[config.mk]
export PLATFORM = sky130hd
export DESIGN_NAME = sdu_uart_core
export DESIGN_NICKNAME = d
export VERILOG_FILES = /design/src/rtl/sdu_pkg.sv /design/src/rtl/sdu_fifo.sv /design/src/rtl/sdu_uart_core.sv
export SDC_FILE = /design/constraint.sdc
export NUM_CORES = 1
export LEC_CHECK = 0
export CELL_PAD_IN_SITES_DETAIL_PLACEMENT = 0
export CELL_PAD_IN_SITES_GLOBAL_PLACEMENT = 1
export CORE_MARGIN = 2
export CORE_UTILIZATION = 45
export CTS_CLUSTER_DIAMETER = 40
export CTS_CLUSTER_SIZE = 25
export DETAILED_ROUTE_END_ITERATION = 10
export GPL_ROUTABILITY_DRIVEN = 0
export GPL_TIMING_DRIVEN = 0
export PLACE_DENSITY_LB_ADDON = 0.1
export REMOVE_ABC_BUFFERS = 1
export SYNTH_ARGS = -nofsm -noshare
export SYNTH_HDL_FRONTEND = slang
export SYNTH_SLANG_ARGS = --single-unit
[constraint.sdc]
create_clock -name clk -period 3.7 [get_ports clk]
set_clock_uncertainty 0.15 [all_clocks]
set_input_delay 0.37 -clock clk [delete_from_list [all_inputs] [get_ports clk]]
set_output_delay 0.37 -clock clk [all_outputs]
set_load 0.02 [all_outputs]
[src/rtl/sdu_pkg.sv]
// rtl/sdu_pkg.sv - shared encodings, state types and baud divider helper for the SDU UART
package sdu_pkg;

    localparam int PAR_NONE = 0;
    localparam int PAR_ODD  = 1;
    localparam int PAR_EVEN = 2;

    typedef enum logic [2:0] {
        RX_IDLE,
        RX_START,
        RX_DATA,
        RX_PARITY,
        RX_STOP
    } rx_state_t;

    typedef enum logic [2:0] {
        TX_IDLE,
        TX_START,
        TX_DATA,
        TX_PARITY,
        TX_STOP
    } tx_state_t;

    function automatic int calc_div(input int clk_hz, input int baud, input int ovs);
        return clk_hz / (baud * ovs);
    endfunction

endpackage

[src/rtl/sdu_fifo.sv]
// rtl/sdu_fifo.sv - synchronous show-ahead FIFO with occupancy level
module sdu_fifo #(
    parameter int WIDTH = 8,
    parameter int DEPTH = 16
) (
    input  logic                     clk,
    input  logic                     rstn,
    input  logic                     push,
    input  logic [WIDTH-1:0]         push_data,
    input  logic                     pop,
    output logic [WIDTH-1:0]         pop_data,
    output logic [$clog2(DEPTH):0]   level
);

    localparam int AW = $clog2(DEPTH);
    localparam int LW = AW + 1;

    logic [WIDTH-1:0] mem [DEPTH];
    logic [AW-1:0]    wr_ptr;
    logic [AW-1:0]    rd_ptr;
    logic             full;
    logic             empty;
    logic             pop_ok;
    logic             push_ok;

    assign full     = (level == LW'(DEPTH));
    assign empty    = (level == '0);
    assign pop_ok   = pop && !empty;
    // A full FIFO still accepts a write when the head leaves in the same cycle.
    assign push_ok  = push && (!full || pop_ok);
    assign pop_data = mem[rd_ptr];

    always_ff @(posedge clk or negedge rstn) begin
        if (!rstn) begin
            wr_ptr <= '0;
            rd_ptr <= '0;
            level  <= '0;
        end else begin
            if (push_ok) wr_ptr <= wr_ptr + 1'b1;
            if (pop_ok)  rd_ptr <= rd_ptr + 1'b1;
            case ({push_ok, pop_ok})
                2'b10:   level <= level + 1'b1;
                2'b01:   level <= level - 1'b1;
                default: level <= level;
            endcase
        end
    end

    always_ff @(posedge clk) begin
        if (push_ok) mem[wr_ptr] <= push_data;
    end

endmodule

[src/rtl/sdu_uart_core.sv]
// rtl/sdu_uart_core.sv - clock-enable UART core with oversampled RX, parity and RX/TX FIFOs
module sdu_uart_core
    import sdu_pkg::*;
#(
    parameter int CLK_HZ     = 100_000_000,
    parameter int BAUD       = 9600,
    parameter int OVS        = 16,
    parameter int DATA_BITS  = 8,
    parameter int PARITY     = 0,
    parameter int FIFO_DEPTH = 16
) (
    input  logic                          clk,
    input  logic                          rstn,
    input  logic                          rxd,
    output logic                          txd,
    input  logic [DATA_BITS-1:0]          tx_data,
    input  logic                          tx_vld,
    output logic                          tx_rdy,
    output logic [DATA_BITS-1:0]          rx_data,
    output logic                          rx_vld,
    input  logic                          rx_rdy,
    output logic [$clog2(FIFO_DEPTH):0]   rx_level,
    output logic                          tx_busy,
    output logic                          err_frame,
    output logic                          err_parity,
    output logic                          err_ovr,
    input  logic                          clr_err
);

    localparam int LW  = $clog2(FIFO_DEPTH) + 1;
    localparam int DIV = calc_div(CLK_HZ, BAUD, OVS);
    localparam int DW  = (DIV > 1) ? $clog2(DIV) : 1;
    localparam int CW  = $clog2(OVS);
    localparam int IW  = $clog2(DATA_BITS);
    localparam logic [CW-1:0] HALF_M1  = CW'(OVS / 2 - 1);
    localparam logic [CW-1:0] FULL_M1  = CW'(OVS - 1);
    localparam logic [IW-1:0] LAST_IDX = IW'(DATA_BITS - 1);
    localparam logic [LW-1:0] FULL_LVL = LW'(FIFO_DEPTH);

    function automatic logic par_of(input logic [DATA_BITS-1:0] d);
        return (PARITY == PAR_ODD) ? ~^d : ^d;
    endfunction

    logic [DW-1:0] div_cnt;
    logic          tick;
    logic          rxd_meta;
    logic          rxd_sync;

    assign tick = (div_cnt == DW'(DIV - 1));

    always_ff @(posedge clk or negedge rstn) begin
        if (!rstn) begin
            div_cnt  <= '0;
            rxd_meta <= 1'b1;
            rxd_sync <= 1'b1;
        end else begin
            div_cnt  <= tick ? '0 : div_cnt + 1'b1;
            rxd_meta <= rxd;
            rxd_sync <= rxd_meta;
        end
    end

    rx_state_t              rx_state, rx_state_n;
    logic [CW-1:0]          rx_cnt, rx_cnt_n;
    logic [IW-1:0]          rx_idx, rx_idx_n;
    logic [DATA_BITS-1:0]   rx_shift, rx_shift_n;
    logic                   rx_par, rx_par_n;
    logic                   rx_push, rx_pop, set_frame, set_parity, set_ovr;

    always_ff @(posedge clk or negedge rstn) begin
        if (!rstn) begin
            rx_state <= RX_IDLE;
            rx_cnt   <= '0;
            rx_idx   <= '0;
            rx_shift <= '0;
            rx_par   <= 1'b0;
        end else begin
            rx_state <= rx_state_n;
            rx_cnt   <= rx_cnt_n;
            rx_idx   <= rx_idx_n;
            rx_shift <= rx_shift_n;
            rx_par   <= rx_par_n;
        end
    end

    always_comb begin
        rx_state_n = rx_state;
        rx_cnt_n   = rx_cnt;
        rx_idx_n   = rx_idx;
        rx_shift_n = rx_shift;
        rx_par_n   = rx_par;
        rx_push    = 1'b0;
        set_frame  = 1'b0;
        set_parity = 1'b0;
        if (tick && rx_state != RX_IDLE) rx_cnt_n = rx_cnt + 1'b1;
        case (rx_state)
            RX_IDLE: begin
                if (tick && !rxd_sync) begin
                    rx_state_n = RX_START;
                    rx_cnt_n   = '0;
                end
            end
            RX_START: begin
                // Mid-bit recheck filters glitches shorter than half a bit.
                if (tick && rx_cnt == HALF_M1) begin
                    rx_cnt_n   = '0;
                    rx_idx_n   = '0;
                    rx_state_n = rxd_sync ? RX_IDLE : RX_DATA;
                end
            end
            RX_DATA: begin
                if (tick && rx_cnt == FULL_M1) begin
                    rx_cnt_n   = '0;
                    rx_shift_n = {rxd_sync, rx_shift[DATA_BITS-1:1]};
                    if (rx_idx == LAST_IDX)
                        rx_state_n = (PARITY != PAR_NONE) ? RX_PARITY : RX_STOP;
                    else
                        rx_idx_n = rx_idx + 1'b1;
                end
            end
            RX_PARITY: begin
                if (tick && rx_cnt == FULL_M1) begin
                    rx_cnt_n   = '0;
                    rx_par_n   = rxd_sync;
                    rx_state_n = RX_STOP;
                end
            end
            RX_STOP: begin
                if (tick && rx_cnt == FULL_M1) begin
                    rx_cnt_n   = '0;
                    rx_state_n = RX_IDLE;
                    if (!rxd_sync)
                        set_frame = 1'b1;
                    else if (PARITY != PAR_NONE && rx_par != par_of(rx_shift))
                        set_parity = 1'b1;
                    else
                        rx_push = 1'b1;
                end
            end
            default: rx_state_n = RX_IDLE;
        endcase
    end

    assign rx_vld  = (rx_level != '0);
    assign rx_pop  = rx_vld && rx_rdy;
    assign set_ovr = rx_push && (rx_level == FULL_LVL) && !rx_pop;

    sdu_fifo #(.WIDTH(DATA_BITS), .DEPTH(FIFO_DEPTH)) u_rx_fifo (
        .clk       (clk),
        .rstn      (rstn),
        .push      (rx_push),
        .push_data (rx_shift),
        .pop       (rx_pop),
        .pop_data  (rx_data),
        .level     (rx_level)
    );

    always_ff @(posedge clk or negedge rstn) begin
        if (!rstn) begin
            err_frame  <= 1'b0;
            err_parity <= 1'b0;
            err_ovr    <= 1'b0;
        end else begin
            err_frame  <= set_frame  | (err_frame  & ~clr_err);
            err_parity <= set_parity | (err_parity & ~clr_err);
            err_ovr    <= set_ovr    | (err_ovr    & ~clr_err);
        end
    end

    tx_state_t              tx_state, tx_state_n;
    logic [CW-1:0]          tx_cnt, tx_cnt_n;
    logic [IW-1:0]          tx_idx, tx_idx_n;
    logic [DATA_BITS-1:0]   tx_shift, tx_shift_n;
    logic                   tx_par, tx_par_n;
    logic                   txd_n;
    logic [DATA_BITS-1:0]   tx_head;
    logic [LW-1:0]          tx_level;
    logic                   tx_empty, tx_push, tx_pop, tx_bit_end, tx_load;

    assign tx_empty   = (tx_level == '0);
    assign tx_rdy     = (tx_level != FULL_LVL);
    assign tx_push    = tx_vld && tx_rdy;
    assign tx_busy    = (tx_state != TX_IDLE) || !tx_empty;
    assign tx_bit_end = tick && (tx_cnt == FULL_M1);
    // Loading on a tick edge makes every bit, the start bit included, exactly OVS ticks long.
    assign tx_load    = tick && !tx_empty &&
                        (tx_state == TX_IDLE || (tx_state == TX_STOP && tx_cnt == FULL_M1));

    sdu_fifo #(.WIDTH(DATA_BITS), .DEPTH(FIFO_DEPTH)) u_tx_fifo (
        .clk       (clk),
        .rstn      (rstn),
        .push      (tx_push),
        .push_data (tx_data),
        .pop       (tx_pop),
        .pop_data  (tx_head),
        .level     (tx_level)
    );

    always_ff @(posedge clk or negedge rstn) begin
        if (!rstn) begin
            tx_state <= TX_IDLE;
            tx_cnt   <= '0;
            tx_idx   <= '0;
            tx_shift <= '0;
            tx_par   <= 1'b0;
            txd      <= 1'b1;
        end else begin
            tx_state <= tx_state_n;
            tx_cnt   <= tx_cnt_n;
            tx_idx   <= tx_idx_n;
            tx_shift <= tx_shift_n;
            tx_par   <= tx_par_n;
            txd      <= txd_n;
        end
    end

    always_comb begin
        tx_state_n = tx_state;
        tx_cnt_n   = tx_cnt;
        tx_idx_n   = tx_idx;
        tx_shift_n = tx_shift;
        tx_par_n   = tx_par;
        txd_n      = txd;
        tx_pop     = 1'b0;
        if (tick && tx_state != TX_IDLE) tx_cnt_n = tx_bit_end ? '0 : tx_cnt + 1'b1;
        case (tx_state)
            TX_START: begin
                if (tx_bit_end) begin
                    tx_state_n = TX_DATA;
                    tx_idx_n   = '0;
                    txd_n      = tx_shift[0];
                end
            end
            TX_DATA: begin
                if (tx_bit_end) begin
                    if (tx_idx == LAST_IDX) begin
                        tx_state_n = (PARITY != PAR_NONE) ? TX_PARITY : TX_STOP;
                        txd_n      = (PARITY != PAR_NONE) ? tx_par : 1'b1;
                    end else begin
                        tx_idx_n   = tx_idx + 1'b1;
                        tx_shift_n = tx_shift >> 1;
                        txd_n      = tx_shift[1];
                    end
                end
            end
            TX_PARITY: begin
                if (tx_bit_end) begin
                    tx_state_n = TX_STOP;
                    txd_n      = 1'b1;
                end
            end
            TX_STOP: begin
                if (tx_bit_end) begin
                    tx_state_n = TX_IDLE;
                    txd_n      = 1'b1;
                end
            end
            default: ;
        endcase
        if (tx_load) begin
            tx_pop     = 1'b1;
            tx_state_n = TX_START;
            tx_cnt_n   = '0;
            tx_shift_n = tx_head;
            tx_par_n   = par_of(tx_head);
            txd_n      = 1'b0;
        end
    end

endmodule

# After elaboration in Yosys (flattened, before gate mapping)
# Memories as Yosys holds them, arrays and structs flattened.
# Index checks and enable logic that the tools add are counted.
dict set report totals {
  register_bits 78
  memories 2
  ramBits 256
}
dict set report classes {
  bitwise 6
  add_sub_neg 13
  reduce_logical 52
  n_eq_ne 38
  muxes 54
}
# name words width rd rd_clocked_by_memory_dff wr line_no
set mem_list {}
lappend mem_list {u_rx_fifo.mem 16 8 1 0 1 sdu_fifo.sv:18} ;# logic [WIDTH-1:0] mem [DEPTH];
lappend mem_list {u_tx_fifo.mem 16 8 1 0 1 sdu_fifo.sv:18}
# cell count
set ops {}
lappend ops {{$mux 3} 17}
lappend ops {{$mux 8} 4}
lappend ops {{$mux 4} 7}
lappend ops {{$add 4x1->4 const B} 6}
lappend ops {{$ne 2x2->1 const B} 11}
lappend ops {{$pmux 5 s2} 2}
lappend ops {{$logic_and 1x1->1} 17}
lappend ops {{$mux 1} 16}
lappend ops {{$ne 3x3->1 const B} 5}
lappend ops {{$pmux 3 s5} 1}
lappend ops {{$reduce_bool 2->1} 7}
lappend ops {{$eq 3x2->1 const B} 4}
lappend ops {{$eq 3x3->1 const B} 4}
lappend ops {{$pmux 3 s2} 2}
lappend ops {{$pmux 3 s4} 1}
lappend ops {{$pmux 4 s3} 1}
lappend ops {{$reduce_and 4->1} 3}
lappend ops {{$reduce_and 6->1} 2}
lappend ops {{$add 10x1->10 const B} 1}
lappend ops {{$add 5x1->5 const B} 2}
lappend ops {{$eq 10x10->1 const B} 1}
lappend ops {{$eq 5x5->1 const B} 2}
lappend ops {{$logic_not 5->1} 2}
lappend ops {{$mux 10} 1}
lappend ops {{other kinds (24)} 44}

# Depth between registers and ports, before layout
# Gate-level depths: netlist of the first run.
dict set report logic_depth {
  ltp_word 10
  depth_mapped 15
  mapped_depth_nobuf 14
}

# By module
# From an unflattened synthesis of the first run, not the netlist that was laid out.
dict set report unflattened {
  cells_unflattened 862
  hier_area_um2 14581.5
}
# module area_per_inst_um2 seq_area_each_um2 cells_per_inst instances
set by_module_without_submodules {}
lappend by_module_without_submodules {sdu_fifo 5959.5 4169.0 300 2}
lappend by_module_without_submodules {sdu_uart_core 2662.6 1305.0 262 1}

# Least setup slack after synthesis of the first run
# OpenSTA, ideal clock, no wires.
dict set report synth_timing {
  path_kind {flip-flop to flip-flop}
  from {reg div_cnt[0]}
  to {reg u_tx_fifo.level[4]}
  setup_slack_ps 345
  path_stages_with_launch 16
  synth_period_minus_slack_ps 3355
  arrival_ps 3126
  t_required_ps 3471
  setup_time_ps 79
  n_path_buf 1
  cell_sequence {dfrtp_1 inv_1 ha_1 nand4b_1 nor3_4 nand3_2 clkinv_1 ha_1 clkbuf_1 xor2_1 ha_1 inv_1 o21ai_0 a21o_1 a221oi_1 xor2_1}
}
dict set report synth_via {
  elab_chain_cells 9
}
# element line_no
set synth_lines {}
lappend synth_lines {{start: declaration} sdu_uart_core.sv:44} ;# logic [DW-1:0] div_cnt;
lappend synth_lines {{start signal: assignment} sdu_uart_core.sv:57} ;# div_cnt <= tick ? '0 : div_cnt + 1'b1;
lappend synth_lines {{$eq 10x10->1 (*)} sdu_uart_core.sv:49} ;# assign tick = (div_cnt == DW'(DIV - 1));
lappend synth_lines {{$logic_and 1x1->1 (*) (2 in a row)} sdu_uart_core.sv:186} ;# assign tx_load = tick && !tx_empty &&
lappend synth_lines {{$mux 1 (*)} sdu_uart_core.sv:260} ;# if (tx_load) begin
lappend synth_lines {{$logic_and 1x1->1 (*)} sdu_fifo.sv:28} ;# assign pop_ok = pop && !empty;
lappend synth_lines {{via u_tx_fifo.pop_ok} sdu_fifo.sv:23} ;# logic pop_ok;
lappend synth_lines {{$logic_or 1x1->1} sdu_fifo.sv:30} ;# assign push_ok = push && (!full || pop_ok);
lappend synth_lines {{$logic_and 1x1->1} sdu_fifo.sv:30}
lappend synth_lines {{$eq 2x1->1 / $eq 2x2->1 (equally long branches)} sdu_fifo.sv:41} ;# case ({push_ok, pop_ok})
lappend synth_lines {{$pmux 5 s2 / $reduce_bool 2->1 (equally long branches)} n/a}
lappend synth_lines {{end signal: assignment} sdu_fifo.sv:42} ;# 2'b10: level <= level + 1'b1;
lappend synth_lines {{end signal: assignment} sdu_fifo.sv:43} ;# 2'b01: level <= level - 1'b1;
lappend synth_lines {{end signal: assignment} sdu_fifo.sv:44} ;# default: level <= level;
lappend synth_lines {{end: declaration} sdu_fifo.sv:12} ;# output logic [$clog2(DEPTH):0] level
# The timed path passes the listed nets; every way through them passes the cells marked *.
# A chain may end at the register's enable or synchronous reset.

# Final worst setup path of the first run
dict set report layout_timing {
  from {reg u_rx_fifo.rd_ptr[0]}
  to {out rx_data[5]}
}
dict set report layout_via {
  elab_chain_cells 1
}
# element line_no
set layout_lines {}
lappend layout_lines {{start: declaration} sdu_fifo.sv:20} ;# logic [AW-1:0] rd_ptr;
lappend layout_lines {{start signal: assignment} sdu_fifo.sv:40} ;# if (pop_ok) rd_ptr <= rd_ptr + 1'b1;
lappend layout_lines {{$mem_v2 16x8} n/a}
lappend layout_lines {{end: declaration} sdu_uart_core.sv:19} ;# output logic [DATA_BITS-1:0] rx_data,
# No other way between the ends.

==> results of run 1 <==
==> metal layers <==
layer / part of all wire [%] / wire, microns
met5: 0 / 0
met4: 1.9 / 497
met2: 51 / 13400
met1: 44 / 11500
met3: 3.6 / 946
==> cell type report <==
cell class / count / area (sq um)
clock inverter: 35 / 412
fill: 2466 / 14200
clock buffer: 47 / 1130
sequential: 334 / 9650
tap: 396 / 495
inverter: 16 / 63.8
multi-input combinational: 410 / 4020
timing repair buffer: 46 / 470
==> flip-flops by register name, summed over array words and instances (netlist names), 3 cells and up <==
| register | flops |
|---|---|
| u_rx_fifo.mem | 128 |
| u_tx_fifo.mem | 128 |
| div_cnt | 10 |
| rx_shift | 8 |
| tx_shift | 8 |
| u_rx_fifo.level | 5 |
| u_tx_fifo.level | 5 |
| rx_cnt | 4 |
| tx_cnt | 4 |
| u_rx_fifo.rd_ptr | 4 |
| u_rx_fifo.wr_ptr | 4 |
| u_tx_fifo.rd_ptr | 4 |
| u_tx_fifo.wr_ptr | 4 |
| rx_idx | 3 |
| rx_state | 3 |
| tx_idx | 3 |
| tx_state | 3 |
==> timing repair <==
item | CTS | global route
hold endpoints to repair | 75 | 0
resized for setup | 3 | 4
hold buffers | 1 | 0
pin swaps | 1 | 0
buffers inserted | 4 | 0
setup endpoints to repair | 12 | 3
==> where the power goes <==
group	switching, mW	leakage, nW	internal (mW)	total (mW)
Clock	1.72	0.733	2.59	4.31
Combinational	0.264	1.64	0.156	0.420
Sequential	0.105	3.68	4.22	4.32
==> kinds of logic (layout without fill, tap and decap cells) <==
group | after synthesis | in the layout
AOI/OAI and AO/OA | 84 | 84
xor gates and xnor gates | 36 | 36
adders and majority gates | 27 | 27
buffers and inverters | 56 | 144
DFF | 334 | 334
muxes | 85 | 85
and+or+nand+nor | 178 | 178
==> worst max-delay path, delay by kind of cell, from the launching register on <==
family / cells / cell delay [ps]
multiplexers: 2 / 1070
buffers and inverters: 2 / 810
flip-flops: 1 / 600
==> Yosys cell counts (3+ instances only) <==
library cell	instances
sky130_fd_sc_hd__a21o_1	5
sky130_fd_sc_hd__edfxtp_1	256
sky130_fd_sc_hd__a22oi_1	14
sky130_fd_sc_hd__and2_1	14
sky130_fd_sc_hd__a211o_1	3
sky130_fd_sc_hd__nand3_1	8
sky130_fd_sc_hd__nor3b_1	7
sky130_fd_sc_hd__nor4b_1	4
sky130_fd_sc_hd__dfrtp_1	75
sky130_fd_sc_hd__inv_1	14
sky130_fd_sc_hd__nor2b_1	4
sky130_fd_sc_hd__nand2_1	49
sky130_fd_sc_hd__mux4_2	72
sky130_fd_sc_hd__xor2_1	12
sky130_fd_sc_hd__nor4_1	3
sky130_fd_sc_hd__o21ai_0	26
sky130_fd_sc_hd__mux2_2	11
sky130_fd_sc_hd__and3_1	11
sky130_fd_sc_hd__dfstp_2	3
sky130_fd_sc_hd__buf_1	5
sky130_fd_sc_hd__buf_2	7
sky130_fd_sc_hd__a21oi_1	14
sky130_fd_sc_hd__xnor2_1	24
sky130_fd_sc_hd__nor2_1	35
sky130_fd_sc_hd__nor3_1	6
sky130_fd_sc_hd__clkbuf_1	26
sky130_fd_sc_hd__nand2b_1	12
sky130_fd_sc_hd__nand4_1	5
sky130_fd_sc_hd__a31oi_1	6
sky130_fd_sc_hd__ha_1	26
==> through the flow <==
stage | utilization (%) | setup WS [ps] | power [mW] | cell area (sq um) | hold slack (ps)
4_1_cts | 53.3 | 4.32 | 9.16 | 16200 | 76.3
2_1_floorplan | - | 299 | 4.64 | 13700 | -75.6
3_5_place_dp | 48.1 | -457 | 4.82 | 14600 | 100
5_1_grt | 53.4 | 24.6 | 9.39 | 16200 | 86.8
6_report | 53.4 | 149 | 9.06 | 16200 | 92.4
3_3_place_gp | 47.6 | -811 | 4.78 | 14500 | 199
==> how the worst max path moves through the flow <==
stage	from	endpoint	slack, ps
2_1_floorplan	div_cnt[0]	u_tx_fifo.level[4]	300
3_3_place_gp	rstn	rx_shift[3]	-810
3_5_place_dp	div_cnt[0]	u_tx_fifo.level[4]	-460
4_1_cts	div_cnt[6]	u_tx_fifo.level[4]	4
5_1_grt	tx_cnt[0]	u_tx_fifo.level[4]	20
6_report	u_rx_fifo.rd_ptr[0]	rx_data[5]	150
==> impl_metrics.xml, run 1 <==
<?xml version="1.0" encoding="UTF-8"?>
<metrics>
  <group name="placement">
    <metric name="placed_cells" unit="">1197</metric>
    <metric name="port-buffer-count" unit="">33</metric>
    <metric name="place_hpwl" unit="mm">17.2</metric>
  </group>
  <group name="critical_path">
    <metric name="critPathMostFrequentCell" unit="">sky130_fd_sc_hd__mux4_2</metric>
    <metric name="type_of_element_capturing_the_critical_path" unit="">output pin</metric>
    <metric name="critical-path-max-stage-delay" unit="ps">600</metric>
    <metric name="crit_path_start_kind" unit="">flop</metric>
    <metric name="critical_path_required" unit="ps">3180</metric>
    <metric name="crit-reg2reg-capture" unit="">u_rx_fifo.level[4]</metric>
    <metric name="path_cells" unit="">buf_12 &gt; mux4_2 &gt; mux4_2 &gt; clkdlybuf4s50_1</metric>
    <metric name="timing.critical_path.fanout_max" unit="">22</metric>
    <metric name="worstSetupPathType" unit="">reg2out</metric>
    <metric name="setup.reg_to_reg.worst_slack" unit="ps">240</metric>
    <metric name="reg2reg_from" unit="">div_cnt[6]</metric>
    <metric name="critical_path.slowest_cell" unit="">sky130_fd_sc_hd__dfrtp_4</metric>
    <metric name="timing.reg2reg.worst_path_depth" unit="">11</metric>
    <metric name="cp.arrival" unit="ps">3030</metric>
  </group>
  <group name="yosys">
    <metric name="synthMuxAreaShare" unit="%">12.8</metric>
    <metric name="ys.flop_type" unit="">sky130_fd_sc_hd__edfxtp_1</metric>
    <metric name="syn_area_per_cell" unit="sq um">17.3</metric>
    <metric name="syn_area" unit="sq mm">0.0138</metric>
    <metric name="synth_simple_gate_area_share" unit="%">7.13</metric>
    <metric name="cells_after_synth" unit="">800</metric>
    <metric name="yosysWarningCount" unit="">0</metric>
    <metric name="synth_cell_types" unit="">60</metric>
    <metric name="ys_top_cells_by_area" unit="">sky130_fd_sc_hd__edfxtp_1 56%, sky130_fd_sc_hd__dfrtp_1 14%, sky130_fd_sc_hd__mux4_2 12%</metric>
    <metric name="ys_seq_elements" unit="">334</metric>
    <metric name="synth_top_area_cell" unit="">sky130_fd_sc_hd__edfxtp_1</metric>
    <metric name="synth_top_family_by_area" unit="">multiplexers</metric>
    <metric name="synth-compound-area-share" unit="%">3.91</metric>
    <metric name="synth_seq_area_share" unit="%">69.7</metric>
    <metric name="adder_cell_area_share_of_the_yosys_netlist" unit="%">2.50</metric>
    <metric name="synth_enable_flop_cells" unit="">256</metric>
    <metric name="xor_and_xnor_fraction_of_the_mapped_netlist_area" unit="%">2.28</metric>
    <metric name="synth-async-reset-ratio" unit="%">23.4</metric>
    <metric name="synth_top_area_share" unit="%">55.6</metric>
  </group>
  <group name="routing">
    <metric name="num_vias" unit="">7064</metric>
    <metric name="post-route-drc-count" unit="">0</metric>
    <metric name="wl" unit="mm">26.3</metric>
    <metric name="first_iter_violations" unit="">520</metric>
    <metric name="route.detailed.vias_per_inst" unit="">5.50</metric>
    <metric name="dr.pass1.iters" unit="">5</metric>
    <metric name="postRouteAntennaNets" unit="">0</metric>
    <metric name="post_drt_wl_per_cell" unit="microns">20.5</metric>
  </group>
  <group name="global_routing">
    <metric name="grtUsageTotal" unit="%">17.2</metric>
    <metric name="grt.overflow.total" unit="">0</metric>
    <metric name="use_met3" unit="%">2.82</metric>
    <metric name="grt_pass1_vias" unit="">7442</metric>
    <metric name="antenna_found_initial" unit="">0</metric>
    <metric name="grt-busiest-layer" unit="">met2</metric>
    <metric name="grt_use_met1" unit="%">22.7</metric>
    <metric name="groute.layer.met2.usage" unit="%">29.4</metric>
    <metric name="global_route_wire_length_before_repair" unit="mm">41.8</metric>
    <metric name="grt_start_max_net_pins" unit="">68</metric>
  </group>
  <group name="final_layout">
    <metric name="drive_above_1_share" unit="%">23.1</metric>
    <metric name="fin_nets" unit="">893</metric>
    <metric name="leading_cell_types_in_the_layout_fill_and_taps_excluded" unit="">256 x sky130_fd_sc_hd__edfxtp_1, 72 x sky130_fd_sc_hd__mux4_2, 71 x sky130_fd_sc_hd__dfrtp_1</metric>
    <metric name="num_antenna_cells" unit="">0</metric>
    <metric name="layout.cells.non_filler" unit="">1284</metric>
    <metric name="area_growth_syn_to_layout" unit="%">17.4</metric>
    <metric name="final_common_cell" unit="">sky130_fd_sc_hd__edfxtp_1</metric>
  </group>
  <group name="floorplan">
    <metric name="dieArea" unit="sq mm">0.0322</metric>
    <metric name="die_y" unit="microns">179</metric>
    <metric name="floorplan.initialDensity" unit="%">45.5</metric>
    <metric name="row_count" unit="">64</metric>
    <metric name="die_width" unit="microns">179</metric>
    <metric name="placeableCoreArea" unit="sq mm">0.0304</metric>
    <metric name="num_io_pins" unit="">34</metric>
  </group>
  <group name="clock_network">
    <metric name="clock_net_sink_count" unit="">334</metric>
    <metric name="path_clk_slew" unit="ps">60</metric>
    <metric name="cts_htree_levels" unit="">2</metric>
    <metric name="numCtsBuffers" unit="">44</metric>
    <metric name="clock_path_buffers" unit="">3</metric>
    <metric name="clock_tree.root_cell" unit="">sky130_fd_sc_hd__clkbuf_16</metric>
    <metric name="clk-insertion-delay-late" unit="ps">540</metric>
    <metric name="tritoncts" unit="">done</metric>
  </group>
  <group name="hold_path">
    <metric name="worstHoldPathType" unit="">in2async</metric>
  </group>
  <group name="power_and_ir_drop">
    <metric name="ir_worst_vdd" unit="V">0.000443</metric>
    <metric name="power.density_cell_area" unit="mW/mm^2">558</metric>
    <metric name="power_leakage" unit="nW">6.04</metric>
  </group>
  <group name="timing">
    <metric name="timing_max_transition_violations_final" unit="">0</metric>
    <metric name="fin_crit" unit="ps">3550</metric>
    <metric name="grt_setup_unrepaired" unit="">false</metric>
    <metric name="finalHoldViolations" unit="">0</metric>
    <metric name="setup_viol_count_final" unit="">0</metric>
    <metric name="final_min_period_over_clock_period" unit="%">96.0</metric>
    <metric name="tightestPinTransition" unit="ps">1190</metric>
    <metric name="setup_total_negative_slack" unit="ps">0</metric>
    <metric name="timing.fmax" unit="GHz">0.282</metric>
    <metric name="maxSlewHeadroom" unit="%">20.3</metric>
  </group>
  <group name="run">
    <metric name="timing.max_cap.violations" unit="">0</metric>
  </group>
  <group name="status">
    <metric name="run_status" unit="">complete, no violations</metric>
  </group>
</metrics>
No activity file was read; power rests on OpenSTA's default activity.
==> inputs of run 2 (changes only) <==
- CORE_UTILIZATION: 45 -> 53
==> run 2 against run 1 <==
Clock-buffer cell count up 6. Utilization rose by 9.0 points. Non-clock buffer count unchanged.
==> impl_metrics.xml, run 2 (synthesis gave the netlist of run 1 again) <==
<?xml version="1.0" encoding="UTF-8"?>
<metrics>
  <group name="power_and_ir_drop">
    <metric name="switchingPower" unit="mW">2.04</metric>
    <metric name="comb_power_share" unit="%">4.7</metric>
    <metric name="netSwitchingFraction" unit="%">22.8</metric>
    <metric name="intPower" unit="mW">6.89</metric>
    <metric name="power.density_cell_area" unit="mW/mm^2">554</metric>
    <metric name="power_frac_clock" unit="%">46.7</metric>
    <metric name="ir_worst_vdd" unit="V">0.000523</metric>
    <metric name="power_frac_seq" unit="%">48.6</metric>
    <metric name="finalPower" unit="mW">8.93</metric>
    <metric name="power_leakage" unit="nW">6.03</metric>
  </group>
  <group name="timing">
    <metric name="post-route-worst-setup-slack" unit="ps">199</metric>
    <metric name="timing_max_transition_violations_final" unit="">0</metric>
    <metric name="setup_total_negative_slack" unit="ps">0</metric>
    <metric name="maxSlewHeadroom" unit="%">17.6</metric>
    <metric name="tightestPinTransition" unit="ps">1230</metric>
    <metric name="timing.fmax" unit="GHz">0.286</metric>
    <metric name="fin_crit" unit="ps">3500</metric>
    <metric name="grt_setup_unrepaired" unit="">false</metric>
    <metric name="holdWs" unit="ps">117</metric>
    <metric name="final_min_period_over_clock_period" unit="%">94.6</metric>
    <metric name="setup_viol_count_final" unit="">0</metric>
    <metric name="finalHoldViolations" unit="">0</metric>
  </group>
  <group name="status">
    <metric name="run_status" unit="">complete, no violations</metric>
  </group>
  <group name="critical_path">
    <metric name="critical_path.slowest_cell" unit="">sky130_fd_sc_hd__dfrtp_4</metric>
    <metric name="reg2reg_from" unit="">div_cnt[6]</metric>
    <metric name="critPathTopFamily" unit="">multiplexers</metric>
    <metric name="critPathMostFrequentCell" unit="">sky130_fd_sc_hd__mux4_2</metric>
    <metric name="setup.reg_to_reg.worst_slack" unit="ps">210</metric>
    <metric name="type_of_element_capturing_the_critical_path" unit="">output pin</metric>
    <metric name="timing.reg2reg.worst_path_depth" unit="">11</metric>
    <metric name="buffers_inverters_on_critical_path" unit="">2</metric>
    <metric name="crit_path_start_kind" unit="">flop</metric>
    <metric name="crit-reg2reg-capture" unit="">u_rx_fifo.level[4]</metric>
    <metric name="timing.critical_path.fanout_max" unit="">25</metric>
    <metric name="worstSetupPathType" unit="">reg2out</metric>
    <metric name="critical_path_required" unit="ps">3180</metric>
    <metric name="path_cells" unit="">buf_12 &gt; mux4_2 &gt; mux4_2 &gt; clkdlybuf4s50_1</metric>
    <metric name="cp.arrival" unit="ps">2980</metric>
    <metric name="critical-path-max-stage-delay" unit="ps">570</metric>
  </group>
  <group name="routing">
    <metric name="route.detailed.vias_per_inst" unit="">5.83</metric>
    <metric name="wl" unit="mm">26.0</metric>
    <metric name="first_iter_violations" unit="">565</metric>
    <metric name="post-route-drc-count" unit="">0</metric>
    <metric name="dr.pass1.iters" unit="">5</metric>
    <metric name="post_drt_wl_per_cell" unit="microns">21.3</metric>
    <metric name="postRouteAntennaNets" unit="">0</metric>
    <metric name="num_vias" unit="">7131</metric>
  </group>
  <group name="hold_path">
    <metric name="worst_hold_path.num_cells" unit="">1</metric>
    <metric name="worstHoldPathType" unit="">in2reg</metric>
    <metric name="min_from" unit="">rxd</metric>
    <metric name="worst_hold_path.endpoint" unit="">rxd_meta</metric>
  </group>
  <group name="global_routing">
    <metric name="global_route_wire_length_before_repair" unit="mm">40.7</metric>
    <metric name="grt.overflow.total" unit="">0</metric>
    <metric name="grt_start_max_net_pins" unit="">51</metric>
    <metric name="grtUsageTotal" unit="%">19.7</metric>
    <metric name="antenna_found_initial" unit="">0</metric>
    <metric name="grt_pass1_vias" unit="">7333</metric>
  </group>
  <group name="placement">
    <metric name="placedInstanceArea" unit="sq mm">0.0146</metric>
    <metric name="placed_cells" unit="">1135</metric>
    <metric name="place_hpwl" unit="mm">17.0</metric>
    <metric name="port-buffer-count" unit="">33</metric>
    <metric name="place_ws" unit="ps">-474</metric>
  </group>
  <group name="floorplan">
    <metric name="die_width" unit="microns">166</metric>
    <metric name="die_y" unit="microns">166</metric>
    <metric name="placeableCoreArea" unit="sq mm">0.0258</metric>
    <metric name="num_io_pins" unit="">34</metric>
    <metric name="floorplan.initialDensity" unit="%">53.5</metric>
    <metric name="dieArea" unit="sq mm">0.0274</metric>
    <metric name="row_count" unit="">59</metric>
  </group>
  <group name="clock_network">
    <metric name="cts_htree_levels" unit="">2</metric>
    <metric name="clock_path_buffers" unit="">3</metric>
    <metric name="path_clk_slew" unit="ps">50</metric>
    <metric name="tritoncts" unit="">done</metric>
    <metric name="numCtsBuffers" unit="">44</metric>
    <metric name="clk-insertion-delay-late" unit="ps">540</metric>
    <metric name="clock_net_sink_count" unit="">334</metric>
    <metric name="clock_tree.root_cell" unit="">sky130_fd_sc_hd__clkbuf_16</metric>
  </group>
  <group name="final_layout">
    <metric name="drive_above_1_share" unit="%">22.7</metric>
    <metric name="fin_nets" unit="">893</metric>
    <metric name="fillerInstances" unit="">1842</metric>
    <metric name="final_common_cell" unit="">sky130_fd_sc_hd__edfxtp_1</metric>
    <metric name="layout.cells.non_filler" unit="">1223</metric>
    <metric name="num_antenna_cells" unit="">0</metric>
    <metric name="top_regs" unit="">u_rx_fifo.mem (128), u_tx_fifo.mem (128), div_cnt (10)</metric>
    <metric name="fin_util" unit="%">62.3</metric>
    <metric name="fin_area" unit="sq mm">0.0161</metric>
    <metric name="leading_cell_types_in_the_layout_fill_and_taps_excluded" unit="">256 x sky130_fd_sc_hd__edfxtp_1, 72 x sky130_fd_sc_hd__mux4_2, 71 x sky130_fd_sc_hd__dfrtp_1</metric>
    <metric name="area_growth_syn_to_layout" unit="%">16.4</metric>
  </group>
  <group name="run">
    <metric name="timing.max_cap.violations" unit="">0</metric>
  </group>
</metrics>
run 2: changes by cell type in the layout (fill, tap and decap cells not counted), sizes merged:
cell / previous run / this run
clkbuf: 47 / 53
clkinvlp: 7 / 3
bufinv: 4 / 2
clkinv: 15 / 14
inv: 25 / 26
run 2: timing repair:
item	4_1_cts	5_1_grt
hold buffers	1	0
buffers inserted	4	1
endpoints found under the hold margin	28	0
gates resized for setup	4	2
endpoints found under the setup margin	6	3
pin swaps	1	1
run 2: worst max path at each step:
stage | from | cells after the start | to
detailed placement | div_cnt[0] | 14 | u_tx_fifo.level[4]
CTS | u_rx_fifo.rd_ptr[0] | 4 | rx_data[2]
finish | u_rx_fifo.rd_ptr[0] | 4 | rx_data[2]
global placement | div_cnt[0] | 7 | u_rx_fifo.mem[2][3]
global route | div_cnt[6] | 11 | u_rx_fifo.level[4]
floorplan | div_cnt[0] | 14 | u_tx_fifo.level[4]
run 2: worst reg2reg max path, cell delays in order, from the launching register on:
cell	delay [ps]
sky130_fd_sc_hd__dfrtp_1	420
sky130_fd_sc_hd__or3_1	580
sky130_fd_sc_hd__nor4_4	330
sky130_fd_sc_hd__and4_4	360
sky130_fd_sc_hd__inv_4	80
sky130_fd_sc_hd__ha_1	290
sky130_fd_sc_hd__fa_1	430
sky130_fd_sc_hd__a21o_1	190
sky130_fd_sc_hd__a21oi_1	180
sky130_fd_sc_hd__xor2_1	150
sky130_fd_sc_hd__nor2_1	60
sky130_fd_sc_hd__xor2_1	140
run 2: area by class of cell:
type                            instances  area, sq um  area share (%)
Tap cell                              335          419            2.60
Sequential cell                       334         9650            59.9
Timing Repair Buffer                   46          473            2.94
Clock inverter                         29          287            1.78
Clock buffer                           53         1200            7.43
Inverter                               16         63.8           0.396
Multi-Input combinational cell        410         4020            24.9
run 2: power groups by stage:
stage	sequential [mW]	clock (mW)	combinational, mW
2_1_floorplan	4.37	0	0.271
3_3_place_gp	4.39	0	0.400
3_5_place_dp	4.41	0	0.426
4_1_cts	4.33	4.24	0.430
5_1_grt	4.35	4.41	0.466
6_report	4.33	4.17	0.422
run 2: metal layers:
metal  up-vias  global-route usage, %  wire length, microns
met2       180                   33.9                 13300
li1       3244                      -                     -
met5         -                      0                     0
met4         0                   5.92                   585
met3        48                   3.10                   967
met1      3659                   26.2                 11200
